**src/rtl/vga_pkg.sv**
```systemverilog
// Shared constants and types for the frame-buffer arbiter: visible geometry,
// pixel width, arbiter states and the buffer depth for a given replication shift.
package vga_pkg;

  localparam int unsigned H_ACTIVE = 640;
  localparam int unsigned V_ACTIVE = 480;
  localparam int unsigned PIX_W    = 12;

  typedef enum logic {
    CLEAR,
    RUN
  } arb_state_e;

  function automatic int unsigned buf_depth(input int unsigned scale);
    return (H_ACTIVE >> scale) * (V_ACTIVE >> scale);
  endfunction

endpackage

```
**src/rtl/sync_fifo.sv**
```systemverilog
// Small first-word-fall-through FIFO: the head entry is always visible on dout.
// Push while full and pop while empty are ignored.
module sync_fifo #(
  parameter int WIDTH = 29,
  parameter int DEPTH = 4
) (
  input  logic             clk,
  input  logic             rst,
  input  logic             push,
  input  logic             pop,
  input  logic [WIDTH-1:0] din,
  output logic [WIDTH-1:0] dout,
  output logic             full,
  output logic             empty
);

  localparam int PTR_W = $clog2(DEPTH);

  logic [WIDTH-1:0] mem [DEPTH];
  logic [PTR_W-1:0] rd_ptr;
  logic [PTR_W-1:0] wr_ptr;
  logic [PTR_W:0]   count;
  logic             do_push;
  logic             do_pop;

  assign full    = (count == (PTR_W + 1)'(DEPTH));
  assign empty   = (count == '0);
  assign do_push = push && !full;
  assign do_pop  = pop && !empty;
  assign dout    = mem[rd_ptr];

  // NOTE: the storage array has no reset; an entry is only ever read after it
  // has been written, and the count/pointers alone define what is valid.
  always_ff @(posedge clk) begin
    if (do_push) mem[wr_ptr] <= din;
  end

  // NOTE: all sequential state uses non-blocking assignments so every register
  // samples the pre-edge values regardless of statement order.
  always_ff @(posedge clk or negedge rst) begin
    if (!rst) begin
      rd_ptr <= '0;
      wr_ptr <= '0;
      count  <= '0;
    end else begin
      if (do_push) wr_ptr <= wr_ptr + 1'b1;
      if (do_pop)  rd_ptr <= rd_ptr + 1'b1;
      case ({do_push, do_pop})
        2'b10:   count <= count + 1'b1;
        2'b01:   count <= count - 1'b1;
        default: ;
      endcase
    end
  end

endmodule

```
**src/rtl/vram_arbiter.sv**
```systemverilog
// Single-port video RAM arbiter: scan-out reads win, then the post-reset clear,
// then buffered pixel writes. Also emits a one-cycle tick after each frame's last read.
module vram_arbiter
  import vga_pkg::*;
#(
  parameter int               SCALE       = 1,
  parameter int               ADDR_W      = 17,
  parameter int               FIFO_DEPTH  = 4,
  parameter logic [PIX_W-1:0] CLEAR_COLOR = 12'h000
) (
  input  logic              clk,
  input  logic              rst,
  input  logic [8:0]        vga_row,
  input  logic [9:0]        vga_col,
  input  logic              vga_rdn,
  output logic [PIX_W-1:0]  vga_din,
  input  logic              wr_valid,
  output logic              wr_ready,
  input  logic [ADDR_W-1:0] wr_addr,
  input  logic [PIX_W-1:0]  wr_data,
  output logic [ADDR_W-1:0] mem_addr,
  output logic              mem_we,
  output logic [PIX_W-1:0]  mem_wdata,
  input  logic [PIX_W-1:0]  mem_rdata,
  output logic              clear_done,
  output logic              frame_tick
);

  localparam int unsigned       DEPTH     = buf_depth(SCALE);
  localparam logic [ADDR_W-1:0] LAST_WORD = ADDR_W'(DEPTH - 1);
  localparam int                ENTRY_W   = ADDR_W + PIX_W;
  // Row stride 640>>SCALE split as (512>>SCALE)+(128>>SCALE): two shifts, no multiplier.
  localparam int                SH_HI     = 9 - SCALE;
  localparam int                SH_LO     = 7 - SCALE;

  arb_state_e         state;
  logic [ADDR_W-1:0]  clr_ptr;
  logic [ADDR_W-1:0]  last_addr;
  logic [ADDR_W-1:0]  rd_addr;
  logic [8:0]         row_s;
  logic [9:0]         col_s;
  logic               rd_req;
  logic               clr_wr;
  logic               fifo_wr;
  logic               push;
  logic               fifo_full;
  logic               fifo_empty;
  logic [ENTRY_W-1:0] fifo_head;
  logic               rd_q;
  logic [PIX_W-1:0]   din_q;

  assign row_s   = vga_row >> SCALE;
  assign col_s   = vga_col >> SCALE;
  assign rd_addr = (ADDR_W'(row_s) << SH_HI) + (ADDR_W'(row_s) << SH_LO) + ADDR_W'(col_s);

  // Grants are qualified by rst so nothing reaches the RAM while reset is held.
  assign rd_req     = rst && !vga_rdn;
  assign clr_wr     = rst && !rd_req && (state == CLEAR);
  assign fifo_wr    = !rd_req && (state == RUN) && !fifo_empty;
  assign mem_we     = clr_wr || fifo_wr;
  assign clear_done = (state == RUN);
  assign wr_ready   = clear_done && !fifo_full;
  assign push       = wr_valid && wr_ready;

  sync_fifo #(
    .WIDTH (ENTRY_W),
    .DEPTH (FIFO_DEPTH)
  ) u_wr_fifo (
    .clk   (clk),
    .rst   (rst),
    .push  (push),
    .pop   (fifo_wr),
    .din   ({wr_addr, wr_data}),
    .dout  (fifo_head),
    .full  (fifo_full),
    .empty (fifo_empty)
  );

  // NOTE: every output of this block gets a default first, so no path leaves a
  // signal unassigned and no latch is inferred.
  always_comb begin
    mem_addr  = last_addr;
    mem_wdata = '0;
    if (rd_req) begin
      mem_addr = rd_addr;
    end else if (clr_wr) begin
      mem_addr  = clr_ptr;
      mem_wdata = CLEAR_COLOR;
    end else if (fifo_wr) begin
      mem_addr  = fifo_head[ENTRY_W-1:PIX_W];
      mem_wdata = fifo_head[PIX_W-1:0];
    end
  end

  // RAM data lands the cycle after the strobe; rd_q selects it then, din_q holds it after.
  assign vga_din = rd_q ? mem_rdata : din_q;

  always_ff @(posedge clk or negedge rst) begin
    if (!rst) begin
      state      <= CLEAR;
      clr_ptr    <= '0;
      last_addr  <= '0;
      rd_q       <= 1'b0;
      din_q      <= '0;
      frame_tick <= 1'b0;
    end else begin
      last_addr  <= mem_addr;
      rd_q       <= rd_req;
      din_q      <= vga_din;
      frame_tick <= rd_req && (vga_row == 9'(V_ACTIVE - 1)) && (vga_col == 10'(H_ACTIVE - 1));
      if (clr_wr) begin
        if (clr_ptr == LAST_WORD) state <= RUN;
        else                      clr_ptr <= clr_ptr + 1'b1;
      end
    end
  end

endmodule

```
**config.mk**
```make
export PLATFORM = sky130hd
export DESIGN_NAME = vram_arbiter
export DESIGN_NICKNAME = d
export VERILOG_FILES = /design/src/rtl/vga_pkg.sv /design/src/rtl/sync_fifo.sv /design/src/rtl/vram_arbiter.sv
export SDC_FILE = /design/constraint.sdc
export NUM_CORES = 1
export LEC_CHECK = 0
export CAP_MARGIN = 20
export CORE_ASPECT_RATIO = 0.6
export CORE_MARGIN = 2
export CORE_UTILIZATION = 50
export DETAILED_ROUTE_END_ITERATION = 7
export GPL_TIMING_DRIVEN = 0
export PLACE_DENSITY_LB_ADDON = 0.2
export RECOVER_POWER = 100
export SLEW_MARGIN = 20
export SYNTH_ARGS = -nofsm -noshare
export SYNTH_HDL_FRONTEND = slang
export SYNTH_HIERARCHICAL = 1
export SYNTH_SLANG_ARGS = --single-unit
```
**constraint.sdc**
```tcl
create_clock -name clk -period 6.25 [get_ports clk]
set_input_delay 1.25 -clock clk [delete_from_list [all_inputs] [get_ports clk]]
set_output_delay 1.25 -clock clk [all_outputs]
set_load 0.03 [all_outputs]
```
# [Word level (Yosys, flattened, before mapping)]
# Memory sizes are Yosys's and may differ from the RTL's.
# Cells that the tools add are included.
[totals] reg_bits=56 ramBits=116 output_inout_bits=45 memories=1
[classes] add_sub_neg=7 eq_ne=6 n_mux=10 bitwise_logic=2 reduce_logical=20
[memory_table] memory="u_wr_fifo.mem" depth=4 width=29 read_ports=1 rd_ports_with_merged_regs=0 wr=1 line_no="sync_fifo.sv:19" source="logic [WIDTH-1:0] mem [DEPTH];"
[op_table] operator="$mux 17" count=3
[op_table] operator="$mux 12" count=4
[op_table] operator="$add 16x14->17" count=1
[op_table] operator="$add 17x1->17 const B" count=1
[op_table] operator="$add 17x9->17" count=1
[op_table] operator="$eq 17x17->1 const B" count=1
[op_table] operator="$logic_and 1x1->1" count=11
[op_table] operator="$eq 10x10->1 const B" count=1
[op_table] operator="$eq 9x9->1 const B" count=1
[op_table] operator="$pmux 3 s2" count=1
[op_table] operator="$add 2x1->2 const B" count=2
[op_table] operator="$logic_not 1->1" count=4
[op_table] operator="$reduce_and 2->1" count=2
[op_table] operator="$add 3x1->3 const B" count=1
[op_table] operator="$eq 3x3->1 const B" count=1
[op_table] operator="$logic_not 3->1" count=1
[op_table] operator="$sub 3x1->3 const B" count=1
[op_table] operator="$eq 2x1->1 const B" count=1
[op_table] operator="$eq 2x2->1 const B" count=1
[op_table] operator="$mux 1" count=2
[op_table] operator="$not 1->1" count=2
[op_table] operator="$reduce_bool 2->1" count=1
[op_table] operator="$logic_or 1x1->1" count=1

# [Depth between registers and ports, before layout]
[depth] depth_word=8 depth_mapped=12 mapped_depth_nobuf=12

# [Modules after synthesis]
# The synthesis kept the hierarchy.
[by_module_without_submodules] module="sync_fifo" instances=1 cells_each=189 area_each_um2=4596.9
[by_module_without_submodules] module="vram_arbiter" instances=1 cells_each=280 area_each_um2=2916.5

# [Worst setup path after synthesis]
# OpenSTA, ideal clock, no wires.
[synth_timing] path_kind="input to output" from="input port vga_row[1]" to="output port mem_addr[14]" arrival_ps=3558 required_ps=5000 setup_slack_ps=1442 path_stages=9 path_buffers=0 path_cell_list="inv_1 > fa_1 > inv_1 > ha_1 > a211oi_1 > o21bai_1 > o211ai_1 > xor2_1 > o21ai_0"
[synth_between] elab_chain_cells=3
[synth_rtl] item="start, declared" line_no="vram_arbiter.sv:13" source="input logic [8:0] vga_row,"
[synth_rtl] item="$add 16x14->17" line_no="vram_arbiter.sv:54" source="assign rd_addr = (ADDR_W'(row_s) << SH_HI) + (ADDR_W'(row_s) << SH_LO) + ADDR_W'(col_s);"
[synth_rtl] item="$add 17x9->17" line_no="vram_arbiter.sv:54"
[synth_rtl] item="$mux 17" line_no="vram_arbiter.sv:84" source="if (rd_req) begin"
[synth_rtl] item="end, declared" line_no="vram_arbiter.sv:21" source="output logic [ADDR_W-1:0] mem_addr,"
# Every way passes these cells.

# [Worst setup path in the final report]
[layout_timing] from="input port vga_row[1]" to="output port mem_addr[13]"
# The elaborated chain is that of the path after synthesis.

==> results.md <==
* Outcome: finished, violations left
* Failing checks: max-capacitance violations, max-slew violations
* Min Hold Slack at 0.477 ns
* CP endpoint kind: output port
* Post-synth top cells: edfxtp_1 (116), dfrtp_1 (56), mux4_2 (29)
* Seq/Total Area, Yosys at 65.0%
* Post-layout min period at 5.97 ns
* DRC viols at 0
* Final Skew at 0.00880 ns
* Global-route wire length before repair at 24.8 mm
* Main synth FF type: edfxtp_1
* Hold path cells at 1
* Initial Util at 51.5%
* Die width at roughly 160 um
* Syn_nets at 557
* Fraction of power consumed by sequential logic at 48.0%
* Unique masters post-synth at 53
* Vias per cell at 5.51
* Synth async-reset ratio at 32.6%
* Area delta synth->final at 25.5%
* Reg2reg path depth at 10
* # rows at 34
* Worst slew pin tran at 2.01 ns
* DR vias at 4451
* Synthesized flop and latch total at 172
* Drt wl/cell at between 15 and 20 um
* Hold Path Class: flop to flop
* Post-synth EDFFs at approximately 120
* Vias in the first global route at roughly 4500
* Max_slew headroom at -33.8%
* Clk slew on worst S/H paths at 0.07 ns
* Num Clock Sinks at between 150 and 200
* Mapped cell area at 7510 sq um
* CTS tree: done
* Net Sw Frac at 25.7%
* Peak supply drop at 0.000168 V
* CP Data Arrival Time at 4.72 ns
* PD cells at 288 nW/um^2
* Number of diodes at 0
* FILL cells at 1075
* Worst skew pair latency at 0.42 ns
* Startpoint types: input port
* Port Buf Inserts at 108
* Initial DRC Count at 270
* Final Hold Fails at 0
* Die area at 16100 sq um
* MaxCap Viol Count at 5
* Crit share post-route at 95.4%
* Combinational share of power at approximately an eighth
* GRT overflow at 0
* Quantity of hold-fixing buffers added after cts at 0
* R2R Setup Slk at 3.08 ns
* Final-report max-slew violation count at 157
* Worst setup margin at 0.285 ns
* Yosys warns at 6
* Hold Path End: din_q[9]
* Final RePlAce weighted congestion at 0.915
* Layout cells sized above 1 at 12.3%
* CP max FO at 3
* RSZ-0062 raised after global routing: no
* Final #Nets at 685
* Place WS at 0.303 ns
* DPL Wire Length at approximately 11 mm
* Power share of the clock group at 39.3%
* Slowest stage delay, CP at 0.79 ns
* Max Freq at approximately 0.17 GHz
* Hold Startpoint: din_q[9]
* Post-CTS setup buffers at 0
* Worst R2R End: u_wr_fifo/count[2]
* Pin count of the biggest net entering global routing at 37
* Most common cell in the netlist: edfxtp_1
* CTS Buf Count at 17
* Total GRT Usage at 20.9%
* Clock root cell: clkbuf_16
* P_int at 2020 uW
* Core Area at 14600 sq um
* CTS Buffer Depth at 2
* Routed Wire Length at 15.6 mm
* Yosys top cell area share at 46.4%
* Post-cts sizing count at 0
* Post-route ant nets at 0
* Syn Inst Count at 469
* RR Startpoint: clear_done
* CP Data Required Time at 5.00 ns
* H-tree depth at 4
* Setup Viol. Count Final at 0
* Avg Inst Size Synth at 16.0 sq um
* Synth area leader: edfxtp_1
* Drt pass-1 iters at 5
* CP delay by family, top: buffers and inverters
* Sw power at 700 uW
* CP Class: input port to output port
* CP max-delay cell: dlygate4sd3_1
* Vert. Die Dim at 99.0 um
* Buf+Inv Stages, Crit Path at 4
* Initial antenna violation count at 0
* Worst-path cell chain: clkdlybuf4s50_1 -> inv_1 -> fa_1 -> inv_1 -> fa_1 -> a211oi_1 -> o21bai_1 -> a21oi_1 -> xor2_1 -> o22ai_1 -> dlygate4sd3_1
* Pleak at ~0.0036 uW
* Synth top area cells: edfxtp_1 (46%), dfrtp_1 (19%), mux4_2 (8.7%), ha_1 (3.5%), mux2i_1 (2.0%)
* Ports at roughly 110
placed cells by master (no fill, tap or decap), types with 3 or more instances in the layout:
cell type / instances
ha_1: 21
clkdlybuf4s50_1: 31
a21oi_1: 6
inv_1: 14
clkbuf_1: 12
xor2_1: 14
and3_1: 6
dlygate4sd3_1: 76
and2_1: 14
inv_8: 4
inv_6: 5
o21ai_0: 13
buf_2: 4
clkbuf_16: 17
o22ai_1: 3
mux2i_1: 15
mux2_1: 10
nor2_1: 25
mux4_2: 29
edfxtp_1: 116
nor2b_1: 5
nand3_1: 10
a211o_1: 5
a21o_1: 13
nand2b_1: 3
nor3_1: 3
nand2_1: 9
dfrtp_1: 56
nand4_1: 3
xnor2_1: 11
a211oi_1: 16
fa_1: 3
mux2_2: 3
final cells by class:
class,instances,area (sq um),area share [%]
tap,198,248,2.63
clock buffer,17,425,4.51
multi-input combinational,267,2490,26.4
inverter,14,52.6,0.557
sequential,172,4880,51.8
buffer,16,72.6,0.770
clock inverter,15,176,1.87
timing repair buffer,109,1080,11.4
state kept, by name, indices dropped and copies added (netlist names):
name / cells
u_wr_fifo/rd_ptr: 2
clear_done: 1
din_q: 12
u_wr_fifo/count: 3
clr_ptr: 17
frame_tick: 1
u_wr_fifo/wr_ptr: 2
last_addr: 17
rd_q: 1
u_wr_fifo/mem: 116
layer usage:
| layer | up-vias | track usage [%] | routed length [um] |
|---|---|---|---|
| met5 | - | 0 | 0 |
| li1 | 2059 | - | - |
| met3 | 9 | 5.47 | 825 |
| met1 | 2254 | 31.9 | 7740 |
| met4 | 0 | 5.51 | 110 |
| met2 | 129 | 29.9 | 6970 |
how the worst max path moves through the flow:
stage	from	slack [ns]	depth (start not counted)	endpoint
after floorplan	vga_row[1]	1.44	9	mem_addr[14]
after global placement	rst	-1.24	6	mem_addr[9]
after detailed placement	vga_row[1]	0.30	11	mem_addr[15]
after CTS	vga_row[1]	0.29	11	mem_addr[15]
after global routing	vga_row[1]	0.004	11	mem_addr[15]
final	vga_row[1]	0.28	11	mem_addr[13]
per-stage QoR:
step	area (sq um)	total power, uW	TNS [ns]	util [%]	std cells
2_1_floorplan	7510	1520	0	-	469
3_3_place_gp	8840	1680	-29.42	60.6	775
3_5_place_dp	8860	1690	0	60.7	776
4_1_cts	9460	2760	0	64.8	808
5_1_grt	9430	2820	0	64.6	808
6_report	9430	2720	0	64.6	808
power by group through the flow:
stage               Combinational [uW]  Clock (uW)  Sequential (uW)
CTS                                366        1090             1310
finish                             345        1070             1310
detailed placement                 363           0             1330
floorplan                          207           0             1320
global placement                   355           0             1330
global route                       374        1140             1310
kinds of logic after synthesis:
group,count (synthesis),share of synthesized area [%]
adders and majority gates,24,4.30
muxes,58,12.8
xor gates and xnor gates,25,2.91
and+or+nand+nor,95,7.29
DFF,172,65.0
buffers and inverters,30,1.72
AOI/OAI and AO/OA,65,5.93
No activity file was read; power rests on OpenSTA's default activity.
